File: config.mk
export PLATFORM = sky130hd
export DESIGN_NAME = pri_arb_rr
export DESIGN_NICKNAME = d
export VERILOG_FILES = /design/src/rtl/pri_arb_pkg.sv /design/src/rtl/pri_enc_param.sv /design/src/rtl/pri_arb_rr.sv
export SDC_FILE = /design/constraint.sdc
export NUM_CORES = 1
export LEC_CHECK = 0
export BUFFER_PORTS_ARGS = -buffer_cell sky130_fd_sc_hd__buf_2
export CAP_MARGIN = 20
export CORE_MARGIN = 3
export CORE_UTILIZATION = 30
export DETAILED_ROUTE_END_ITERATION = 10
export PLACE_DENSITY_LB_ADDON = 0.25
export SLEW_MARGIN = 20
export SYNTH_ARGS = -nofsm -noshare
export SYNTH_HDL_FRONTEND = slang
export SYNTH_SLANG_ARGS = --single-unit
File: constraint.sdc
create_clock -name clk -period 6.2 [get_ports clk]
set_input_delay 0.62 -clock clk [delete_from_list [all_inputs] [get_ports clk]]
set_output_delay 0.62 -clock clk [all_outputs]
set_load 0.01 [all_outputs]
File: src/rtl/pri_arb_pkg.sv
// Shared definitions for the registered priority / round-robin arbiter.
package pri_arb_pkg;

    // Arbitration mode encoding as seen on the mode input.
    localparam logic MODE_FIXED = 1'b0;
    localparam logic MODE_RR    = 1'b1;

    // Arbiter control state: no grant held, or a grant awaiting ack.
    typedef enum logic [0:0] {
        IDLE  = 1'b0,
        GRANT = 1'b1
    } arb_state_t;

    // Index width that never collapses to zero bits for tiny N.
    function automatic int idx_width(input int n);
        return (n > 2) ? $clog2(n) : 1;
    endfunction

endpackage

File: src/rtl/pri_enc_param.sv
// Combinational highest-index-first priority encoder.
module pri_enc_param
    import pri_arb_pkg::*;
#(
    parameter  int N = 8,
    localparam int W = idx_width(N)
) (
    input  logic [N-1:0] req,
    output logic [W-1:0] idx,
    output logic         any
);

    // Scan upward so the highest set bit is the last one to write idx.
    always_comb begin
        idx = '0;
        any = 1'b0;
        for (int i = 0; i < N; i++) begin
            idx = req[i] ? W'(i) : idx;
            any = any | req[i];
        end
    end

endmodule

File: src/rtl/pri_arb_rr.sv
// Registered N-way arbiter, fixed priority or round-robin, grant held until ack.
module pri_arb_rr
    import pri_arb_pkg::*;
#(
    parameter  int N = 8,
    localparam int W = idx_width(N)
) (
    input  logic         clk,
    input  logic         rst_n,
    input  logic [N-1:0] req,
    input  logic         mode,
    input  logic         ack,
    output logic         gnt_valid,
    output logic [W-1:0] gnt_idx,
    output logic [N-1:0] gnt_onehot
);

    localparam logic [W-1:0] PTR_MAX = W'(N - 1);
    localparam logic [N-1:0] ONE_N   = {{(N-1){1'b0}}, 1'b1};

    arb_state_t   state_r;
    arb_state_t   state_next_s;
    logic [W-1:0] ptr_r;
    logic [W-1:0] arb_ptr_s;
    logic         arb_en_s;
    logic [N-1:0] mask_s;
    logic [N-1:0] masked_req_s;
    logic [W-1:0] m_idx_s;
    logic         m_any_s;
    logic [W-1:0] u_idx_s;
    logic         u_any_s;
    logic [W-1:0] winner_s;
    logic         valid_next_s;
    logic [W-1:0] idx_next_s;
    logic [N-1:0] onehot_next_s;

    // Build the round-robin mask (bits 0..arb_ptr) from the pointer used for this arbitration.
    always_comb begin
        mask_s = '0;
        for (int i = 0; i < N; i++) begin
            mask_s[i] = (i <= int'(arb_ptr_s));
        end
        masked_req_s = req & mask_s;
    end

    pri_enc_param #(.N(N)) u_enc_masked (
        .req (masked_req_s),
        .idx (m_idx_s),
        .any (m_any_s)
    );

    pri_enc_param #(.N(N)) u_enc_raw (
        .req (req),
        .idx (u_idx_s),
        .any (u_any_s)
    );

    // Pick the winner: masked search in RR mode, falling back to the raw search.
    always_comb begin
        if ((mode == MODE_RR) && m_any_s) begin
            winner_s = m_idx_s;
        end else begin
            winner_s = u_idx_s;
        end
    end

    // Next-state logic: decide when to arbitrate and which pointer that arbitration uses.
    always_comb begin
        state_next_s = state_r;
        arb_en_s     = 1'b0;
        arb_ptr_s    = ptr_r;
        case (state_r)
            IDLE: begin
                arb_en_s = u_any_s;
                if (u_any_s) begin
                    state_next_s = GRANT;
                end else begin
                    state_next_s = IDLE;
                end
            end
            GRANT: begin
                if (ack) begin
                    arb_en_s = 1'b1;
                    if (mode == MODE_RR) begin
                        arb_ptr_s = (gnt_idx == '0) ? PTR_MAX : (gnt_idx - W'(1));
                    end else begin
                        arb_ptr_s = ptr_r;
                    end
                    state_next_s = u_any_s ? GRANT : IDLE;
                end else begin
                    state_next_s = GRANT;
                end
            end
            default: begin
                state_next_s = IDLE;
            end
        endcase
    end

    // Output next values: load a new grant, clear on drain, otherwise hold.
    always_comb begin
        valid_next_s  = gnt_valid;
        idx_next_s    = gnt_idx;
        onehot_next_s = gnt_onehot;
        if (arb_en_s) begin
            if (u_any_s) begin
                valid_next_s  = 1'b1;
                idx_next_s    = winner_s;
                onehot_next_s = ONE_N << winner_s;
            end else begin
                valid_next_s  = 1'b0;
                idx_next_s    = '0;
                onehot_next_s = '0;
            end
        end else begin
            valid_next_s  = gnt_valid;
            idx_next_s    = gnt_idx;
            onehot_next_s = gnt_onehot;
        end
    end

    // State and round-robin pointer registers.
    always_ff @(posedge clk or negedge rst_n) begin
        if (!rst_n) begin
            state_r <= IDLE;
            ptr_r   <= PTR_MAX;
        end else begin
            state_r <= state_next_s;
            ptr_r   <= arb_ptr_s;
        end
    end

    // Registered grant outputs.
    always_ff @(posedge clk or negedge rst_n) begin
        if (!rst_n) begin
            gnt_valid  <= 1'b0;
            gnt_idx    <= '0;
            gnt_onehot <= '0;
        end else begin
            gnt_valid  <= valid_next_s;
            gnt_idx    <= idx_next_s;
            gnt_onehot <= onehot_next_s;
        end
    end

endmodule

# ---- After elaboration in Yosys (flattened, before gate mapping)
# Index checks and enable logic that the tools add are counted.
dict set report totals {
  ff_bits 16
  latchBits 0
  mem_bits_rw 0
  romBits 0
  input_bits 12
  output_inout_bits 12
  wordCells 58
  mem_count 0
}
dict set report op_classes {
  addsub 1
  multipliers 0
  div 0
  order_cmp 7
  eq_ne 0
  shifts 1
  muxes 26
  bitwise_logic 16
  reduce_logical 2
}
# cell n
set op_table {}
lappend op_table {{$mux W3} 18}
lappend op_table {{$or A1 B1 Y1} 14}
lappend op_table {{$le A3 B3 Y1 const A} 4}
lappend op_table {{$and A8 B8 Y8} 1}
lappend op_table {{$mux W8} 1}
lappend op_table {{$shl A1 B3 Y8 const A} 1}
lappend op_table {{$le A2 B3 Y1 const A} 2}
lappend op_table {{$mux W1} 5}
lappend op_table {{$pmux W1 S2} 2}
lappend op_table {{$le A1 B3 Y1 const A} 1}
lappend op_table {{$logic_not A3 Y1} 1}
lappend op_table {{$sub A3 B1 Y3 const B} 1}
lappend op_table {{$logic_and A1 B1 Y1} 1}
lappend op_table {{$not A1 Y1} 1}

# ---- Longest topological paths before layout
# Gate-level depths: netlist (run 1).
dict set report depth {
  depth_word 18
  ltp_mapped 10
  ltp_nobuf 10
}

# ---- Cells and area by module
# From an unflattened synthesis (run 1), not the netlist that was laid out.
dict set report hier_totals {
  cells_unflattened 131
  area_unflattened_um2 1144.8
}
# mod n_inst cells_per_inst area_each_um2 seq_area_each_um2
set modules_own_cells {}
lappend modules_own_cells {pri_arb_rr 1 107 1029.7 404.1}
lappend modules_own_cells {pri_enc_param 2 12 57.6 0.0}

# ---- Least setup slack after synthesis (run 1)
# Ideal clock, no wire load.
dict set report synth_path {
  path_type {flip-flop to flip-flop}
  startpoint {register gnt_idx[0]}
  endpoint {register gnt_onehot[1]}
  setup_time_ps 92
  t_arrival_ps 2598
  required_time_ps 6108
  path_slack_ps 3511
  path_stages_with_launch 11
  path_buffers 0
  synth_period_minus_slack_ps 2689
  path_cell_list {dfrtp_1 -> inv_1 -> ha_1 -> ha_1 -> and3b_1 -> mux2i_1 -> mux2_2 -> nor3b_1 -> nor3b_1 -> and2_2 -> o31ai_2}
}
dict set report synth_between {
  elab_chain_cells 18
  word_cells_on_any_way 32
  classes_between {1 x add/sub; 7 x order compare; 1 x shift; 13 x mux; 8 x bitwise; 2 x reduce/logical}
}
# element line_no
set synth_lines {}
lappend synth_lines {{start, declared} pri_arb_rr.sv:14} ;# output logic [W-1:0] gnt_idx,
lappend synth_lines {{start signal, assigned} pri_arb_rr.sv:141} ;# gnt_idx <= idx_next_s;
lappend synth_lines {{$sub A3 B1 Y3 or $logic_not A3 Y1 (tied branches)} pri_arb_rr.sv:85} ;# arb_ptr_s = (gnt_idx == '0) ? PTR_MAX : (gnt_idx - W'(1));
lappend synth_lines {{$mux W3 (*)} pri_arb_rr.sv:85}
lappend synth_lines {{$mux W3 (*)} pri_arb_rr.sv:84} ;# if (mode == MODE_RR) begin
lappend synth_lines {{$mux W3 (*)} pri_arb_rr.sv:82} ;# if (ack) begin
lappend synth_lines {{$mux W3 (*)} pri_arb_rr.sv:72} ;# case (state_r)
lappend synth_lines {{$le A1 B3 Y1} pri_arb_rr.sv:41} ;# mask_s[i] = (i <= int'(arb_ptr_s));
lappend synth_lines {{$and A8 B8 Y8 (*)} pri_arb_rr.sv:43} ;# masked_req_s = req & mask_s;
lappend synth_lines {{$or A1 B1 Y1 (7 in series)} pri_enc_param.sv:19} ;# any = any | req[i];
lappend synth_lines {{$logic_and A1 B1 Y1} pri_arb_rr.sv:60} ;# if ((mode == MODE_RR) && m_any_s) begin
lappend synth_lines {{$mux W3 (*)} pri_arb_rr.sv:60}
lappend synth_lines {{$shl A1 B3 Y8 (*)} pri_arb_rr.sv:109} ;# onehot_next_s = ONE_N << winner_s;
lappend synth_lines {{$mux W8 (*)} pri_arb_rr.sv:106} ;# if (u_any_s) begin
lappend synth_lines {{end signal, assigned} pri_arb_rr.sv:142} ;# gnt_onehot <= onehot_next_s;
lappend synth_lines {{end, declared} pri_arb_rr.sv:15} ;# output logic [N-1:0] gnt_onehot
# Mark *: on every way between the ends. The rest lies on a longest branch, timed or not.
# A chain may end at the register's enable or synchronous reset.

# ---- Worst setup path in the final report (run 1)
dict set report layout_path {
  startpoint {register gnt_idx[0]}
  endpoint {register gnt_onehot[2]}
}
# The elaborated chain is that of the path after synthesis.

==> flow_summary.yaml, run 1 <==
outcome:
  status: "finished, final reports clean"
floorplanning:
  start_util_pct: 32.6
  ios: 24
  die_x_um: 70.7
  fp.dieH_um: 70.7
  num_rows: 22
  core-area_sq_um: 3850
  dieArea_sq_um: 4990
placement:
  hpwl_um: 2570
  gp_congestion: 0.856
  io_buffers: 23
worst_setup_path:
  required_ns: 6.32
  critPathMaxFanout: 8
  path_class: "reg2reg"
  start_kind: "register"
  rr_startpoint: "gnt_idx[0]$_DFFE_PN0P_"
  critPathCaptureType: "register"
  worstPathArrival_ns: 3.10
  critPathLaunch: "gnt_idx[0]$_DFFE_PN0P_"
pwr:
  intPower_mw: 0.274
  p_clk_share_pct: 20.7
  peakVddDrop_mv: 0.0920
  power_density_nw_per_um2: 322
  comb_power_share_pct: 45.3
  switching_share_pct: 41.2
  power_frac_seq_pct: 34.1
  p_switching_mw: 0.192
  leakagePower_nw: 0.649
sta:
  setup_violations: 0
  finClkSkew_ns: 0.00895
  fin_setup_tns_ns: 0
  rsz0062_at_grt: "no"
  fmax_mhz: 336
  hold_viol_final: 0
  slew_headroom_pct: 46.3
  worst_pin_slew_ns: 0.798
  final_max_slew_viol_count: 0
  period_share_pct: 48.1
  fin_crit_ns: 2.98
detailed_routing:
  first_pass_iters: 5
  via_per_inst: 5.77
  drt_wl_total_um: 3340
  wire_per_inst_um: 15.7
  vias: 1228
  postRouteAntennaNets: 0
  drc: 0
  first_iter_violations: 68
grt:
  grt_antenna_before_repair: 0
  grt_overflow_total: 0
  grt_max_degree: 17
  grt_use_total_pct: 14.2
  grt_pass1_wl_um: 5860
  grt_pass1_vias: 1222
final_layout:
  syn_to_final_growth_pct: 15.4
  nFillCells: 418
  diodes: 0
  multi_input_area_sq_um: 776
  regArea_sq_um: 404
  finalNetCount: 180
  drive_gt1_share_pct: 28.5
  post-route-util_pct: 37.6
synthesis:
  synth_area_sq_um: 1250
  synthTopCellsByCount: "nand2_1 (18), dfrtp_1 (13), o21ai_0 (11)"
  synth-seq-area-share_pct: 32.2
  yosysTopAreaCellShare_pct: 25.9
  synth_edf_count: 0
  ys.flop_type: "dfrtp_1"
  avgSynthCellArea_sq_um: 8.78
  yosys.area.top_type: "dfrtp_1"
  ys_async_sr_fraction_pct: 100
  synth_seq_cells: 16
  yosysMostFrequentCell: "nand2_1"
  synth_warnings: 0
  syn-num-nets: 157
  yosysUniqueCellTypes: 51
  synth_area_leaders: "dfrtp_1 (26%), dfstp_2 (6.3%), nand2_1 (5.4%)"
  postSynthCellCount: 143
job:
  cap_violations: 0
clock_tree:
  cts_hold_buf: 0
  clockBufferDepth: 2
  cts_resized: 0
  clk_pin_slew_ns: 0.07
  cts_sinks: 16
  cts_made_buffers: 3
  cts_tree: "yes"
  post-cts-setup-buffers: 0
  h-tree-depth: 1
  root_buffer: "clkbuf_8"
  clkLatencyLatePin_ns: 0.25
worst_hold_path:
  hp-class: "in2async"
## critical path, stage by stage (launching register included)
cell,delay [ns]
dfrtp_1,0.47
inv_1,0.07
ha_1,0.20
ha_1,0.37
and3b_1,0.22
mux2i_1,0.23
mux2_2,0.36
nor3b_1,0.26
nor2_1,0.09
o21ai_0,0.37
o21ai_0,0.18
## registers in the layout (all words and copies together), names as in the netlist
register / count
gnt_onehot: 8
gnt_idx: 3
ptr_r: 3
gnt_valid: 1
state_r: 1
## through the flow
step | worst slack [ns] | cell area, sq um | cells | power [mW] | hold WS (ns)
after floorplan | 3.51 | 1250 | 143 | 0.307 | 0.324
after global placement | 2.96 | 1390 | 209 | 0.365 | 0.466
after detailed placement | 3.30 | 1390 | 209 | 0.368 | 0.473
after CTS | 3.26 | 1450 | 213 | 0.466 | 0.293
after global routing | 2.85 | 1450 | 213 | 0.501 | 0.292
final | 3.22 | 1450 | 213 | 0.466 | 0.278
## cell type report
cell class                 instances  share of cell area [%]
sequential                        16                    27.9
clock buffer                       4                    3.80
timing repair buffer              23                    7.95
inverter                          10                    2.59
tap                               48                    4.15
multi-input combinational        112                    53.6
## metal layers
layer / vias up / wire length [um] / part of all wire [%] / track usage (%)
li1: 582 / - / - / -
met1: 586 / 1520 / 45 / 19.5
met2: 51 / 1540 / 46 / 22.2
met3: 9 / 223 / 6.7 / 3.41
met4: 0 / 56 / 1.7 / 3.76
met5: - / 0 / 0 / 0
## power groups by stage
stage | combinational [mW] | clock (mW) | sequential (mW)
floorplan | 0.148 | 0 | 0.159
global placement | 0.206 | 0 | 0.159
detailed placement | 0.208 | 0 | 0.160
CTS | 0.209 | 0.0985 | 0.159
global route | 0.234 | 0.105 | 0.163
finish | 0.211 | 0.0963 | 0.159
## final timing paths
check | end | slack [ns] | cells after the start
max | gnt_onehot[2]$_DFFE_PN0P_ | 3.22 | 10
min | state_r$_DFF_PN0_ | 0.28 | 1
max reg2reg | gnt_onehot[2]$_DFFE_PN0P_ | 3.22 | 10
min reg2reg | gnt_onehot[5]$_DFFE_PN0P_ | 0.48 | 2
max in group asynchronous | ptr_r[0]$_DFF_PN1_ | 5.60 | 1
min in group clk | gnt_onehot[5]$_DFFE_PN0P_ | 0.48 | 2
## cells by family (layout without fill, tap and decap cells)
logic type	after synthesis	after routing	share of synthesized area [%]
DFF	16	16	32.2
muxes	3	3	2.49
buffers and inverters	15	37	5.98
and+or+nand+nor	58	58	25.1
adders and majority gates	2	2	1.99
AOI/OAI and AO/OA	49	49	32.2
## layout by cell type (no fill, tap or decap), drive strengths merged, types with 2 or more instances in the layout
master and count:
a21o 2, a21oi 5, a31oi 2, a41oi 2, and2 4, and3 5, buf 23, clkbuf 4
dfrtp 13, dfstp 3, ha 2, inv 10, mux2i 2, nand2 18, nand3 6, nand4 5
nor2 9, nor2b 2, nor3b 2, o211ai 3, o21a 2, o21ai 12, o31a 2, o31ai 8
(Power assumes the default switching activity.)
==> run 2, diff against run 1 <==
- ABC_AREA: not set -> 1
- clock period: 6.2 -> 2.7 ns (I/O delays scaled with it)
==> flow_summary.yaml, run 2 <==
final_layout:
  finalNetCount: 191
  drive_gt1_share_pct: 26.1
  diodes: 0
  final_common_cell: "nand2_1"
  final_cells: 220
  nFillCells: 345
  largest-register: "gnt_onehot"
  syn_to_final_growth_pct: 20.9
  largest_register_ffs: 8
  top_regs: "gnt_onehot (8), gnt_idx (3), ptr_r (3)"
  final_cell_mix: "nand2_1 (56), buf_2 (23), inv_1 (18), nand3_1 (16), dfrtp_1 (13)"
  design_area_sq_um: 1220
sta:
  finClkSkew_ns: 0.0158
  slew_headroom_pct: 75.5
  fmax_mhz: 427
  fin_crit_ns: 2.34
  period_share_pct: 86.7
  fin_setup_tns_ns: 0
  rsz0062_at_grt: "no"
  setup_violations: 0
  hold_viol_final: 0
  final_max_slew_viol_count: 0
  worst_pin_slew_ns: 0.368
placement:
  post-place-cells: 215
  hpwl_um: 1850
  io_buffers: 23
  place_area_sq_um: 1180
  gp_congestion: 0.785
pwr:
  p_clk_share_pct: 19.6
  p_total_mw: 0.826
  switching_share_pct: 39.4
  leakagePower_nw: 0.713
  power_frac_seq_pct: 39.5
  comb_power_share_pct: 40.8
  p_switching_mw: 0.325
  peakVddDrop_mv: 0.165
  intPower_mw: 0.501
  power_density_nw_per_um2: 675
synthesis:
  yosys.area.top_type: "dfrtp_1"
  yosysUniqueCellTypes: 21
  ys_async_sr_fraction_pct: 100
  yosysTopAreaCellShare_pct: 32.1
  synth_warnings: 0
  synth-seq-area-share_pct: 39.9
  synth_seq_cells: 16
  ys.flop_type: "dfrtp_1"
  yosysMostFrequentCell: "nand2_1"
  synth_area_sq_um: 1010
  synth_area_leaders: "dfrtp_1 (32%), nand2_1 (21%), nand3_1 (7.9%)"
  syn-num-nets: 163
  synth_edf_count: 0
  synthTopCellsByCount: "nand2_1 (56), inv_1 (18), nand3_1 (16)"
  avgSynthCellArea_sq_um: 6.80
  postSynthCellCount: 149
grt:
  grt_use_total_pct: 12.5
  grt_overflow_total: 0
  grt_pass1_wl_um: 4100
  grt_antenna_before_repair: 0
  grt_max_degree: 17
  grt_pass1_vias: 930
clock_tree:
  clkLatencyLatePin_ns: 0.30
  h-tree-depth: 1
  cts_tree: "yes"
  cts_sinks: 16
  root_buffer: "clkbuf_4"
  post-cts-setup-buffers: 0
  clockBufferDepth: 2
  cts_made_buffers: 3
  clk_pin_slew_ns: 0.11
worst_setup_path:
  worstPathArrival_ns: 2.52
  critPathCaptureType: "register"
  critPathMaxFanout: 6
  required_ns: 2.88
  path_class: "reg2reg"
  start_kind: "register"
detailed_routing:
  via_per_inst: 4.58
  drt_wl_total_um: 2290
  wire_per_inst_um: 10.4
  first_iter_violations: 49
  postRouteAntennaNets: 0
  vias: 1008
  drc: 0
  first_pass_iters: 4
floorplanning:
  num_rows: 20
  start_util_pct: 32.4
  core-area_sq_um: 3130
  fp.dieH_um: 64.1
  ios: 24
  dieArea_sq_um: 4110
  die_x_um: 64.1
job:
  cap_violations: 0
worst_hold_path:
  hp-class: "in2reg"
outcome:
  status: "finished, final reports clean"
-- run 2: cell count changes after synthesis, moves of 4 or more --
cell     before  now
nand2_1      18   56
nand3_1       4   16
inv_1        10   18
nand2_2       0    5
nor2_2        0    5
o31ai_2       5    0
a21oi_1       5    1
nand4_1       5    1
o21ai_0      11    7
-- run 2: power groups by stage --
stage / Combinational, mW / Sequential [mW] / Clock, mW
5_1_grt: 0.390 / 0.337 / 0.177
3_5_place_dp: 0.339 / 0.331 / 0
6_report: 0.337 / 0.327 / 0.162
3_3_place_gp: 0.336 / 0.329 / 0
4_1_cts: 0.341 / 0.328 / 0.164
2_1_floorplan: 0.221 / 0.346 / 0
-- run 2: logic make-up (layout without fill, tap and decap cells) --
family / after synthesis / after routing / synth area share (%)
buffers and inverters: 21 / 48 / 7.90
adder cells (fa/ha/maj): 2 / 2 / 2.47
AND/OR/NAND/NOR: 96 / 96 / 41.2
AO/OA/AOI/OAI: 14 / 14 / 8.52
flip-flops: 16 / 16 / 39.9
-- run 2: final cells by class --
| class | instances | area, sq um | share of cell area (%) |
|---|---|---|---|
| multi-input combinational | 112 | 529 | 43.2 |
| sequential | 16 | 404 | 33.0 |
| timing repair buffer | 24 | 125 | 10.2 |
| inverter | 20 | 75.1 | 6.13 |
| tap | 44 | 55.1 | 4.49 |
| clock buffer | 4 | 36.3 | 2.96 |
-- run 2: worst max-delay path, stage by stage (launching register included) --
cell and delay [ns]:
dfrtp_1 0.41, inv_1 0.06, ha_1 0.19, ha_1 0.17, inv_1 0.06, nand2_1 0.06
o21ai_0 0.22, nand3_1 0.15, nand2_1 0.08, nand2_1 0.05, nor2_1 0.16, nand2_2 0.08
nand2_1 0.12, nand2_1 0.08, nand2_2 0.13, inv_2 0.06, nand3_1 0.08, nand2_1 0.05
-- run 2: repair_timing --
item	in CTS	in global routing
hold buffers	1	0
resized for setup	0	0
hold endpoints to repair	13	0
-- run 2: path summary, 6_finish.rpt --
check / start / endpoint / slack (ns) / cells past startpoint
worst max register to register: gnt_idx[0]$_DFFE_PN0P_ / gnt_onehot[6]$_DFFE_PN0P_ / 0.36 / 17
max in group asynchronous: rst_n / ptr_r[2]$_DFF_PN1_ / 2.00 / 2
worst min-delay path: ack / state_r$_DFF_PN0_ / 0.25 / 2
worst min register to register: gnt_onehot[4]$_DFFE_PN0P_ / gnt_onehot[4]$_DFFE_PN0P_ / 0.48 / 2
min in group asynchronous: rst_n / state_r$_DFF_PN0_ / 0.40 / 2
worst max-delay path: gnt_idx[0]$_DFFE_PN0P_ / gnt_onehot[6]$_DFFE_PN0P_ / 0.36 / 17
-- run 2: routing by layer --
metal | global-route usage, % | vias to the layer above | share of wire, %
li1 | - | 520 | -
met1 | 17.7 | 452 | 49
met2 | 19.2 | 32 | 44
met3 | 1.05 | 4 | 4.2
met4 | 5.54 | 0 | 2.0
met5 | 0 | - | 0
-- run 2: metrics by stage --
step                      setup WS (ns)  hold WS, ns  utilization [%]
after global placement            0.430        0.204             37.7
final                             0.360        0.249             39.2
after floorplan                   0.607      -0.0256                -
after global routing             0.0382        0.286             39.2
after CTS                         0.347        0.245             39.2
after detailed placement          0.391        0.207             37.7
